<file path="config.mk">
export PLATFORM = sky130hd
export DESIGN_NAME = dsm_modulator_core
export DESIGN_NICKNAME = d
export VERILOG_FILES = /design/src/rtl/dsm_pkg.sv /design/src/rtl/dsm_integrator.sv /design/src/rtl/dsm_modulator_core.sv
export SDC_FILE = /design/constraint.sdc
export NUM_CORES = 2
export LEC_CHECK = 0
export BUFFER_PORTS_ARGS = -buffer_cell sky130_fd_sc_hd__buf_4
export CAP_MARGIN = 20
export CELL_PAD_IN_SITES_DETAIL_PLACEMENT = 1
export CELL_PAD_IN_SITES_GLOBAL_PLACEMENT = 2
export CORE_AREA = 2 2 307 384
export DETAILED_ROUTE_END_ITERATION = 8
export DIE_AREA = 0 0 309 386
export GPL_TIMING_DRIVEN = 0
export PLACE_DENSITY_LB_ADDON = 0.1
export SYNTH_ARGS = -nofsm -noshare
export SYNTH_HDL_FRONTEND = slang
export SYNTH_SLANG_ARGS = --single-unit
</file>
<file path="constraint.sdc">
create_clock -name CLK_I -period 6.3 [get_ports CLK_I]
set_input_delay 0.63 -clock CLK_I [delete_from_list [all_inputs] [get_ports CLK_I]]
set_output_delay 0.63 -clock CLK_I [all_outputs]
set_load 0.01 [all_outputs]
</file>
<file path="src/rtl/dsm_pkg.sv">
// Shared constants and helpers for the delta-sigma modulator loop.
package dsm_pkg;

    localparam int unsigned MAX_W = 64;

    // Positive full-scale of a signed word of width w: 2^(w-1)-1.
    function automatic logic signed [MAX_W-1:0] fs_val(input int unsigned w);
        return (64'sd1 <<< (w - 1)) - 64'sd1;
    endfunction

    // Integrator saturation magnitude for an a-bit register: 2^(a-2)-1.
    function automatic logic signed [MAX_W-1:0] clamp_val(input int unsigned a);
        return (64'sd1 <<< (a - 2)) - 64'sd1;
    endfunction

    // Symmetric clamp of v to [-lim, +lim].
    function automatic logic signed [MAX_W-1:0] sat(
        input logic signed [MAX_W-1:0] v,
        input logic signed [MAX_W-1:0] lim
    );
        if (v > lim) begin
            return lim;
        end else if (v < -lim) begin
            return -lim;
        end
        return v;
    endfunction

    // LSB index of channel c inside a packed multi-channel bus of w-bit lanes.
    function automatic int unsigned ch_lsb(input int unsigned c, input int unsigned w);
        return c * w;
    endfunction

endpackage

</file>
<file path="src/rtl/dsm_integrator.sv">
// One saturating accumulator stage: value <= sat(value + add - sub) on enable.
module dsm_integrator
    import dsm_pkg::*;
#(
    parameter int unsigned INT_W = 40
) (
    input  logic                    i_clk,
    input  logic                    i_rst,
    input  logic                    i_en,
    input  logic                    i_zero_load,
    input  logic signed [INT_W+1:0] i_add,
    input  logic signed [INT_W+1:0] i_sub,
    output logic signed [INT_W-1:0] o_value,
    output logic                    o_clamp_c
);

    localparam int unsigned SUM_W = INT_W + 2;
    localparam logic signed [MAX_W-1:0] LIM = clamp_val(INT_W);

    logic signed [INT_W-1:0] r_value;
    logic signed [SUM_W-1:0] w_sum;
    logic signed [MAX_W-1:0] w_sum_ext;
    logic signed [MAX_W-1:0] w_sat;

    // Headroom of two bits keeps the raw sum from wrapping before the clamp.
    assign w_sum     = SUM_W'(r_value) + i_add - i_sub;
    assign w_sum_ext = MAX_W'(w_sum);
    assign w_sat     = sat(w_sum_ext, LIM);
    assign o_clamp_c = (w_sum_ext > LIM) || (w_sum_ext < -LIM);
    assign o_value   = r_value;

    always_ff @(posedge i_clk) begin
        if (i_rst) begin
            r_value <= '0;
        end else if (i_en) begin
            r_value <= i_zero_load ? '0 : INT_W'(w_sat);
        end
    end

endmodule

</file>
<file path="src/rtl/dsm_modulator_core.sv">
// Multi-channel delta-sigma loop: PCM hold, saturating integrator chain,
// 1-bit quantiser with full-scale feedback and per-channel overflow recovery.
module dsm_modulator_core
    import dsm_pkg::*;
#(
    parameter int unsigned PCM_Bit_Length = 32,
    parameter int unsigned CHANNELS       = 2,
    parameter int unsigned ORDER          = 4,
    parameter int unsigned INT_Bit_Length = 40,
    parameter int unsigned GAIN_SHIFT     = 2,
    parameter int unsigned OVF_LIMIT      = 16
) (
    input  logic                               CLK_I,
    input  logic                               RST_I,
    input  logic [CHANNELS*PCM_Bit_Length-1:0] PCMDATA_I,
    input  logic                               PCM_VALID_I,
    input  logic                               MUTE_I,
    input  logic                               DSD_EN_I,
    output logic [CHANNELS-1:0]                DSD_O,
    output logic                               DSD_VALID_O,
    output logic [CHANNELS-1:0]                RECOVER_O
);

    localparam int unsigned W     = PCM_Bit_Length;
    localparam int unsigned A     = INT_Bit_Length;
    localparam int unsigned SW    = A + 2;
    localparam int unsigned CNT_W = (OVF_LIMIT > 1) ? $clog2(OVF_LIMIT) : 1;

    localparam logic signed [W-1:0] FS     = W'(fs_val(W));
    localparam logic signed [W-1:0] NEG_FS = -FS;
    localparam logic signed [A-1:0] ZERO_A = '0;
    localparam logic [CNT_W-1:0]    CNT_MAX = CNT_W'(OVF_LIMIT - 1);

    logic [CHANNELS*W-1:0] r_hold;
    logic                  r_valid;

    always_ff @(posedge CLK_I) begin
        if (RST_I) begin
            r_hold  <= '0;
            r_valid <= 1'b0;
        end else begin
            r_valid <= DSD_EN_I;
            if (PCM_VALID_I) begin
                r_hold <= PCMDATA_I;
            end
        end
    end

    assign DSD_VALID_O = r_valid;

    for (genvar c = 0; c < CHANNELS; c++) begin : g_ch
        logic signed [W-1:0] w_x;
        logic signed [W-1:0] w_y;
        logic signed [W:0]   w_d;
        logic signed [A-1:0] w_stage [ORDER];
        logic [ORDER-1:0]    w_clamp;
        logic                w_y_pos;
        logic                w_recover;
        logic [CNT_W-1:0]    r_cnt;
        logic                r_dsd;
        logic                r_rec;

        assign w_x       = MUTE_I ? '0 : r_hold[ch_lsb(c, W) +: W];
        assign w_y_pos   = (w_stage[ORDER-1] >= ZERO_A);
        assign w_y       = w_y_pos ? FS : NEG_FS;
        assign w_d       = (W+1)'(w_x) - (W+1)'(w_y);
        assign w_recover = (|w_clamp) && (r_cnt == CNT_MAX);

        for (genvar k = 0; k < ORDER; k++) begin : g_st
            logic signed [SW-1:0] w_add;
            logic signed [SW-1:0] w_sub;

            if (k == 0) begin : g_first
                assign w_add = SW'(w_d);
                assign w_sub = '0;
            end else begin : g_next
                assign w_add = SW'(w_stage[k-1]) >>> GAIN_SHIFT;
                assign w_sub = SW'(w_y) >>> GAIN_SHIFT;
            end

            dsm_integrator #(
                .INT_W (A)
            ) u_int (
                .i_clk       (CLK_I),
                .i_rst       (RST_I),
                .i_en        (DSD_EN_I),
                .i_zero_load (w_recover),
                .i_add       (w_add),
                .i_sub       (w_sub),
                .o_value     (w_stage[k]),
                .o_clamp_c   (w_clamp[k])
            );
        end

        // Quantiser output and run-length count of clamped ticks.
        always_ff @(posedge CLK_I) begin
            if (RST_I) begin
                r_cnt <= '0;
                r_dsd <= 1'b0;
                r_rec <= 1'b0;
            end else begin
                r_rec <= 1'b0;
                if (DSD_EN_I) begin
                    r_dsd <= w_y_pos;
                    r_rec <= w_recover;
                    if (!(|w_clamp) || w_recover) begin
                        r_cnt <= '0;
                    end else begin
                        r_cnt <= r_cnt + CNT_W'(1);
                    end
                end
            end
        end

        assign DSD_O[c]     = r_dsd;
        assign RECOVER_O[c] = r_rec;
    end

endmodule

</file>
==> impl_results.md <==
* Layout cells sized above 1 at 11.2%
* Mapped cell area at 45900 um^2
* Largest cells by area after synthesis: ha_1 17%, dfxtp_1 17%, a21o_1 7.1%, xor2_1 5.1%, nand2_1 5.0%
* Pre-antenna DRT Iters at 5
* # setup viols final at 0
* Grt total ovfl at 0
* Register-to-Register Path Depth at 25
* Initial Util at 39.6%
* Hold Path Depth at 3
* WHS at 0.219 ns
* Number of DRC markers in iteration 0 at 2173
* Initial antenna violation count at 2
* Routed vias/inst at 5.86
* Synth Register Bits at 397
* Max Cap Viol at 0
* Die Span X at 309 um
* Diodes inserted at 0
* Status: finished, final reports clean
* Clock buffer depth at 3
* Antenna Nets Post-Route at 0
* Syn_area_per_cell at 7.77 um^2
* Rel. slew slack at 25.8%
* Final Routed Wirelength at 172000 um
* Synth warnings at 0
* Clk_skew at 0.0311 ns
* Worst-path fanout max at 10
* Yosys top cell area share at 17.4%
* Layout area overhead at 12.9%
* Die area at 119000 um^2
* Post-synth cell types at 104
* Core Region at 116000 um^2
* Fin. Hold Viols at 0
* Synth Flop Type: dfxtp_1
* Kind of critical path: flop to flop
* CTS Hold Bufs at 0
* # rows at 140
* Gr usage total at 28.2%
* WL/cell at 22.4 um
* Final GP Congestion at 0.921
* Final setup margin at 0.190 ns
* Mapped Cells at 5909
* Sequential area share after synthesis at 17.3%
* Final Cycle Share at 97.0%
* Post-synthesis async set-or-reset flop share at 0%
* Post-synth EDFFs at 0
* Yosys top cell by area: ha_1
* Crit path DAT at 6.66 ns
* Fill cell count at 14300
* Req. time, crit path at 6.85 ns
* CP Launch Type: flop
* Setup WS pre-CTS at -2.55 ns
* First-pass GRT wire length at 267000 um
* Fmax at 164 MHz
* Input/output buffers at 71
* Synthesized Nets at 6626
* Vias in the first global route at 46300
* DIE HEIGHT at 386 um
* Worst-path clk slew at 0.07 ns
* Post-DP HPWL at 140000 um
* Pin count of the biggest net entering global routing at 13
* Crit. End Element: flop
* CTS tree: built
* Num ports at 74
* Worst-margin pin slew at 1.11 ns
* Nets at 6778
* CTS Buf Count at 51
* Via count at 44900
* Fin cells at 7659
* Hold WC Path Type: primary input to flop
* Min Tclk post-route at 6.11 ns
* Root Buffer: clkbuf_16
* Worst-Skew Late Latency at 0.64 ns
* Post-route DRC violation count at 0
* Placed cells at 7551
* CTS H-tree depth at 2
* Clk sinks at 397
* Max-slew violations at 0
cells in the final DEF (no fill, tap or decap), drive strengths merged, types with 16 or more instances in the layout:
cell type / instances
nor4: 41
clkbuf: 280
nand2: 619
nor3: 95
xor2: 267
or3: 31
o211ai: 67
nand4: 87
dfxtp: 397
inv: 108
nor2: 474
a211oi: 71
nor2b: 101
or4: 20
a2111oi: 16
mux2i: 82
o21a: 56
a21oi: 403
ha: 640
and3: 52
a21boi: 29
buf: 195
o31ai: 18
o2111ai: 16
a21o: 437
nand2b: 87
o21bai: 51
o21ai: 479
and4: 24
a32o: 88
xnor2: 257
and2: 46
nand3: 82
or2: 38
a31oi: 53
layer usage:
layer  wire [um]  track usage (%)  share of wire [%]  up-vias
li1            -                -                  -    22000
met1       80800             37.3                 47    22100
met2       83200             50.2                 48      552
met3        3860             1.63                2.2      180
met4        3910             6.13                2.3        0
met5           0                0                  0        -
cells by family after synthesis:
| logic type | after synthesis | share of synthesized area (%) |
|---|---|---|
| AO/OA/AOI/OAI | 1972 | 29.7 |
| adder cells (fa/ha/maj) | 648 | 17.8 |
| XOR/XNOR | 524 | 9.99 |
| AND/OR/NAND/NOR | 1863 | 19.5 |
| buffers and inverters | 418 | 3.76 |
| flip-flops | 397 | 17.3 |
| multiplexers | 87 | 1.91 |
through the flow:
stage,area [um^2],TNS [ns],utilization [%]
detailed placement,48500,-639.85,41.9
CTS,51300,0,44.2
floorplan,45900,0,-
global placement,48400,-681.96,41.8
finish,51900,0,44.7
global route,51900,-0.0970,44.7
worst max-delay path: stages, from the launching register on:
cell and delay [ns]:
dfxtp_2 0.38, buf_8 0.17, buf_8 0.16, buf_4 0.25, xor2_1 0.11, ha_1 0.32, inv_1 0.06, fa_1 0.45
nand2b_1 0.22, a211oi_4 0.38, o2111ai_2 0.26, a211oi_2 0.33, nor3_2 0.11, o21ai_2 0.26, a221oi_1 0.14, xor2_1 0.20
buf_4 0.16, nor3_2 0.50, nand3_4 0.23, a2111oi_4 0.34, buf_4 0.20, buf_4 0.18, o211ai_4 0.10, buf_12 0.19
buf_12 0.13, o21ai_0 0.15
synth_stat cells (15+ instances only):
library cell and n:
o21ai_1 46, dfxtp_1 397, clkbuf_1 241, and4_1 24, o2111ai_1 15, nand4_1 86, a21boi_0 27, nor3_1 94
inv_1 104, ha_1 640, and2_1 46, xor2_1 267, or4_1 20, nand2b_1 87, o21a_1 56, a21oi_1 401
nand2_1 618, o211ai_1 62, and3_1 52, nor2_1 474, a21o_1 437, o31ai_1 18, buf_2 30, o21ai_2 118
nor3b_1 15, nor4_1 39, o21ai_0 315, or2_2 36, xnor2_1 257, a32o_1 88, mux2i_1 82, nor2b_1 101
a211oi_1 68, nand3_1 82, or3_1 31, o21bai_1 51, buf_1 21, a31oi_1 53
final timing paths:
path                                     startpoint                                end  slack [ns]
setup / recovery  g_ch[1].g_st[3].u_int.o_value[39]   g_ch[1].g_st[0].u_int.o_value[7]        0.19
hold / removal                         PCMDATA_I[5]                          r_hold[5]        0.22
setup reg to reg  g_ch[1].g_st[3].u_int.o_value[39]   g_ch[1].g_st[0].u_int.o_value[7]        0.19
hold reg to reg   g_ch[1].g_st[3].u_int.o_value[13]  g_ch[1].g_st[3].u_int.o_value[13]        0.47
flip-flops by register name, indices dropped and copies added, names as in the netlist:
register	flops
g_ch.g_st.u_int.o_value	320
g_ch.r_dsd	2
DSD_VALID_O	1
r_hold	64
g_ch.r_cnt	8
g_ch.r_rec	2
cell type report:
| class | instances | area [um^2] | share of cell area (%) |
|---|---|---|---|
| Inverter | 107 | 407 | 0.784 |
| Timing Repair Buffer | 124 | 1080 | 2.07 |
| Sequential cell | 397 | 7950 | 15.3 |
| Clock buffer | 68 | 1430 | 2.76 |
| Buffer | 286 | 1540 | 2.97 |
| Multi-Input combinational cell | 5094 | 37200 | 71.7 |
| Tap cell | 1562 | 1950 | 3.77 |
| Clock inverter | 21 | 328 | 0.632 |
repair_timing:
action                     in CTS  in global routing
pin swaps                      17                 29
setup endpoints to repair     330                327
resized for setup             233                161
buffers inserted               20                 24
Power is left out: the tool's default activity adds up to more than one toggle a clock period on the data nets, which glitch-free logic cannot reach.
